--- src/rtl/checksum_ctrl.sv ---
// Byte-serial 16-bit one's-complement checksum controller: pairs bytes big-endian,
// accumulates with end-around carry, and holds the result until the consumer takes it.
module checksum_ctrl #(
    parameter int LEN_W = 8
) (
    input  logic             clk,
    input  logic             rst,
    input  logic             start,
    input  logic [LEN_W-1:0] cfg_len,
    input  logic             in_valid,
    output logic             in_ready,
    input  logic [7:0]       in_data,
    output logic             busy,
    output logic             res_valid,
    input  logic             res_ready,
    output logic [15:0]      checksum,
    output logic             sum_ok,
    output logic [1:0]       fsm_state
);

    // Handshakes: a byte moves on any rising edge where in_valid && in_ready;
    // the result moves on any rising edge where res_valid && res_ready, and
    // res_valid/checksum/sum_ok stay put until that edge.

    typedef enum logic [1:0] {
        IDLE  = 2'd0,
        ACCUM = 2'd1,
        DONE  = 2'd2
    } state_t;

    state_t           state;
    logic [15:0]      sum;
    logic [7:0]       hi_reg;
    logic [LEN_W-1:0] remaining;
    logic             phase;

    logic             last_byte;
    logic [15:0]      word;
    logic [15:0]      sum_next;

    // 17-bit add with one end-around fold; a second carry cannot arise because
    // the folded value is at most 16'hFFFF.
    function automatic logic [15:0] ones_add(input logic [15:0] a, input logic [15:0] b);
        logic [16:0] raw;
        raw = {1'b0, a} + {1'b0, b};
        return raw[15:0] + {15'd0, raw[16]};
    endfunction

    always_comb begin
        last_byte = (remaining == LEN_W'(1));
        word      = 16'h0000;
        if (phase) begin
            word = {hi_reg, in_data};
        end else if (last_byte) begin
            word = {in_data, 8'h00};
        end
        sum_next = ones_add(sum, word);
    end

    always_ff @(posedge clk) begin
        if (rst) begin
            state     <= IDLE;
            sum       <= 16'h0000;
            hi_reg    <= 8'h00;
            remaining <= '0;
            phase     <= 1'b0;
            in_ready  <= 1'b0;
            busy      <= 1'b0;
            res_valid <= 1'b0;
        end else begin
            case (state)
                IDLE: begin
                    if (start) begin
                        remaining <= cfg_len;
                        sum       <= 16'h0000;
                        phase     <= 1'b0;
                        busy      <= 1'b1;
                        if (cfg_len != '0) begin
                            state    <= ACCUM;
                            in_ready <= 1'b1;
                        end else begin
                            state     <= DONE;
                            res_valid <= 1'b1;
                        end
                    end
                end

                ACCUM: begin
                    if (in_valid && in_ready) begin
                        remaining <= remaining - LEN_W'(1);
                        if (!phase && !last_byte) begin
                            hi_reg <= in_data;
                            phase  <= 1'b1;
                        end else begin
                            sum   <= sum_next;
                            phase <= 1'b0;
                        end
                        if (last_byte) begin
                            state     <= DONE;
                            in_ready  <= 1'b0;
                            res_valid <= 1'b1;
                        end
                    end
                end

                DONE: begin
                    if (res_ready) begin
                        state     <= IDLE;
                        res_valid <= 1'b0;
                        busy      <= 1'b0;
                    end
                end

                default: begin
                    state     <= IDLE;
                    in_ready  <= 1'b0;
                    busy      <= 1'b0;
                    res_valid <= 1'b0;
                end
            endcase
        end
    end

    assign checksum  = ~sum;
    assign sum_ok    = (sum == 16'hFFFF);
    assign fsm_state = state;

endmodule

--- config.mk ---
export PLATFORM = sky130hd
export DESIGN_NAME = checksum_ctrl
export DESIGN_NICKNAME = d
export VERILOG_FILES = /design/src/rtl/checksum_ctrl.sv
export SDC_FILE = /design/constraint.sdc
export NUM_CORES = 1
export LEC_CHECK = 0
export CAP_MARGIN = 40
export CORE_ASPECT_RATIO = 0.5
export CORE_MARGIN = 4
export CORE_UTILIZATION = 60
export DETAILED_ROUTE_END_ITERATION = 7
export PLACE_DENSITY_LB_ADDON = 0.08
export REMOVE_ABC_BUFFERS = 1
export SLEW_MARGIN = 25
export SYNTH_ARGS = -nofsm -noshare
export SYNTH_HDL_FRONTEND = slang
export SYNTH_SLANG_ARGS = --single-unit
--- constraint.sdc ---
create_clock -name clk -period 8.8 [get_ports clk]
set_input_delay 1.76 -clock clk [delete_from_list [all_inputs] [get_ports clk]]
set_output_delay 1.76 -clock clk [all_outputs]
set_load 0.02 [all_outputs]
==> Word level (Yosys, flattened, before mapping) <==
Index checks and enable logic that the tools add are counted.
{ "op_classes": {"addsub": 3, "n_eq_ne": 11, "mux": 32, "bitwise_logic": 3, "n_reduce_logical": 14} }
{ "op_table": {"columns": ["cell", "n"], "rows": [
  ["$mux W16", 5],
  ["$pmux W16 S2", 1],
  ["$add A16 B16 Y17", 1],
  ["$add A16 B1 Y16", 1],
  ["$eq A16 B16 Y1 const B", 1],
  ["$mux W8", 2],
  ["$not A16 Y16", 1],
  ["$pmux W8 S2", 1],
  ["$ne A2 B2 Y1 const B", 7],
  ["$mux W1", 13],
  ["$mux W2", 5],
  ["$reduce_and A5 Y1", 2],
  ["$pmux W1 S3", 3],
  ["$reduce_and A3 Y1", 3],
  ["$eq A8 B1 Y1 const B", 1],
  ["$reduce_and A4 Y1", 2],
  ["$reduce_bool A8 Y1", 1],
  ["$sub A8 B1 Y8 const B", 1],
  ["$pmux W2 S3", 1],
  ["$eq A2 B1 Y1 const B", 1],
  ["$eq A2 B2 Y1 const B", 1],
  ["$logic_and A1 B1 Y1", 2],
  ["$logic_not A1 Y1", 2],
  ["$logic_not A2 Y1", 1],
  ["3 further kinds", 4]
]} }
{ "word_totals": {"reg_bits": 38, "in_bits": 21, "output_inout_bits": 22, "word_cells": 71} }

==> Depth between registers and ports, before layout <==
{ "depth": {"depth_word": 8, "mapped_depth": 22, "depth_no_buf": 21} }

==> Worst setup path before layout <==
Ideal clock, no wire load.
{ "synth_timing": {"kind": "input port to flip-flop", "startpoint": "input port in_data[0]", "endpoint": "register sum[14]", "setup_time_ns": 0.126, "t_arrival_ns": 5.287, "required_time_ns": 8.674, "setup_slack_ns": 3.387, "cell_stages": 19, "path_buffers": 0, "path_cell_list": "and2_1 ha_1 inv_1 fa_1 nand2b_1 a21bo_2 a2111o_1 a21oi_1 a211oi_1 o21bai_1 a21o_1 ha_1 nor2b_1 nor2b_1 nand4_2 nor4_4 nor4b_4 xnor2_1 o21ai_1"} }
{ "synth_between": {"elab_chain_cells": 7} }
{ "synth_lines": {"columns": ["element", "line_no", "rtl"], "rows": [
  ["start: declaration", "12", "input logic [7:0] in_data,"],
  ["$mux W16", "54", "end else if (last_byte) begin"],
  ["$mux W16 *", "52", "if (phase) begin"],
  ["$add A16 B16 Y17 *", "45", "raw = {1'b0, a} + {1'b0, b};"],
  ["$add A16 B1 Y16 *", "46", "return raw[15:0] + {15'd0, raw[16]};"],
  ["$mux W16 *", "91", "if (!phase && !last_byte) begin"],
  ["$mux W16 *", "89", "if (in_valid && in_ready) begin"],
  ["$pmux W16 S2 *", "71", "case (state)"],
  ["end signal: assignment", "95", "sum <= sum_next;"],
  ["end: declaration", "32", "logic [15:0] sum;"]
]} }
Every way passes the cells marked *; elsewhere a longest branch is shown, timed or not. The select of a mux whose other input is x is not followed.
A chain may end at the register's enable or synchronous reset.

==> Final worst setup path <==
{ "layout_timing": {"startpoint": "input port in_data[0]", "endpoint": "register sum[15]"} }
The elaborated chain is that of the path after synthesis.

==> results.yml <==
clocking:
  ctsRootBufferMaster: "clkbuf_8"
  cts_sinks: 38
  cts_setup_buffers: 0
  clkTransAtPathRegs_ps: 70
  cts_tree: "yes"
  insertion_delay_ps: 290
  numCtsBuffers: 5
  cts.hold.buffers_added: 0
  htree_levels: 2
  clockBufferDepth: 2
  cts.repair.resized: 0
pwr:
  peakVddDrop_v: 0.000103
  p_leak_nw: 1.34
  power_mw: 0.467
  powerDensity_mw_per_mm2: 130
critical_path:
  cp_max_fo: 4
  crit_path_end_kind: "flip-flop"
  worst_ep_required_time_ps: 8980
  crit_type: "input port to flip-flop"
  path_cells: "clkdlybuf4s50_1, and2_1, ha_1, inv_1, fa_1, nand2b_1, a21bo_2, a2111o_1, a21oi_1, a211oi_1, o21bai_1, a21o_1, ha_1, nor2b_1, nor2b_1, nand4_2, nor2_1, and4_1, a311oi_1, a211o_1"
  cp_slowest_cell: "clkdlybuf4s50_1"
  cp_slowest_stage_delay_ps: 500
  cp-start-kind: "input port"
  arrival_ps: 6220
final_layout:
  register_area_um2: 761
  fill_cells: 339
  diodes: 0
  finalInstanceArea_mm2: 0.00361
  mostFrequentLayoutCells: "46 x nand2_1, 42 x clkdlybuf4s50_1, 38 x dfxtp_1"
  nNetsFinal: 466
  syn2layout_area_growth_pct: 19.6
  mostFrequentLayoutCell: "nand2_1"
  multi_input_area_mm2: 0.00211
  layout-drive-gt1-share_pct: 5.67
  largest_reg_flops: 16
logic_synthesis:
  synth_async_sr_flop_share_pct: 0
  yosysTopAreaCell: "dfxtp_1"
  ys.flop_type: "dfxtp_1"
  yosys_warnings: 0
  syn-mean-instance-area_um2: 7.87
  ys_seq_area_share_pct: 25.2
  syn-cell-area_mm2: 0.00302
  synth_edf_count: 0
  synthCells: 383
  netlist.area_leader.share_pct: 25.2
  synth_cell_types: 60
  synth_area_leaders: "dfxtp_1 25%, ha_1 8.7%, nand2_1 5.7%, nor2_1 4.4%, mux2i_1 4.0%"
  synth_seq_cells: 38
min_path:
  min_path_type: "flip-flop to flip-flop"
sta:
  layout_setup_ws_ps: 2760
  finalHoldViolCount: 0
  worst_slew_pin_slew_ps: 770
  fin_tns_setup_ps: 0
  slew_viol_final: 0
  fmax_mhz: 166
  final.period_utilization_pct: 68.6
  period_needed_ps: 6040
  slew_headroom_pct: 48.6
  fin_skew_ps: 7.20
  rsz0062_at_grt: "false"
  setup_violations: 0
placement:
  port_buffers: 42
  dpl.hpwl_um: 6120
  dp_slack_ps: 2520
  placed_area_mm2: 0.00348
  gp_congestion: 0.932
global_routing:
  grt_pass1_vias: 2807
  grt_usage_pct: 26.2
  grt_overflow: 0
  grt_max_degree: 27
  grt_antenna_before_repair: 0
  grt_pass1_wl_um: 13100
die:
  die_y_um: 58.1
  coreArea_mm2: 0.00462
  dieArea_mm2: 0.00629
  dieWidth_um: 108
  row_count: 17
  ios: 43
  start_util_pct: 65.3
drt:
  viasPerCell: 6.05
  first_iter_violations: 219
  avgRoutedWirePerCell_um: 16.4
  routed-via-count: 2960
  antenna_left: 0
  wirelength_um: 8020
  drc_errors: 0
  drtPass1Iterations: 7
run_status:
  status: "finished, final reports clean"
flow_run:
  maxCapViolations: 0
-- final cells by class --
type                            instances  share of cell area, %
Clock buffer                            6                   2.29
Clock inverter                          1                  0.832
Inverter                               27                   2.81
Multi-Input combinational cell        307                   58.5
Sequential cell                        38                   21.1
Tap cell                               66                   2.29
Timing Repair Buffer                   44                   12.2
-- per-layer routing --
layer,GRT usage (%),wire length [um]
met5,0,0
met4,4.32,65
met3,6.56,685
met2,45.0,3730
met1,34.0,3540
-- worst paths after layout --
| kind | startpoint | slack [ps] | cells past startpoint | end |
|---|---|---|---|---|
| worst min-delay path | hi_reg[5] | 500 | 2 | hi_reg[5] |
| worst max register to register | remaining[4] | 3580 | 20 | sum[15] |
| worst min register to register | hi_reg[5] | 500 | 2 | hi_reg[5] |
| worst max-delay path | in_data[0] | 2760 | 20 | sum[15] |
-- cells in the mapped netlist, types with 9 or more instances --
library cell	count
a21oi_1	23
clkbuf_1	10
dfxtp_1	38
ha_1	21
inv_1	27
mux2i_1	12
nand2_1	46
nor2_1	35
nor2b_1	9
nor3_1	11
o21ai_0	24
xor2_1	12
-- worst max-delay path: cells and delay by family --
| family | cells | cell delay [ps] |
|---|---|---|
| buffers and inverters | 2 | 560 |
| adder cells (fa/ha/maj) | 3 | 720 |
| AND/OR/NAND/NOR | 7 | 1620 |
| AO/OA/AOI/OAI | 8 | 1570 |
-- logic make-up (layout without fill, tap and decap cells) --
kind of cell	after synthesis	in the layout	synth area share [%]
adders and majority gates	22	22	9.38
buffers and inverters	38	78	4.77
DFF	38	38	25.2
AOI/OAI and AO/OA	100	100	23.3
and+or+nand+nor	151	151	26.5
muxes	12	12	3.98
xor gates and xnor gates	22	22	6.89
-- where the power goes --
group,internal [mW],leakage [nW],total (mW),switching (mW)
clock,0.0907,0.0573,0.153,0.0619
sequential,0.182,0.309,0.195,0.0135
combinational,0.0490,0.972,0.120,0.0706
total,0.321,1.34,0.467,0.146
-- stage by stage --
stage                     std cells  util (%)  hold slack (ps)
after floorplan                 372         -              443
after global placement          481      75.5              467
after detailed placement        481      75.5              474
after CTS                       488      77.9              487
after global routing            489      78.2              537
final                           489      78.2              495
(Power assumes the default switching activity.)
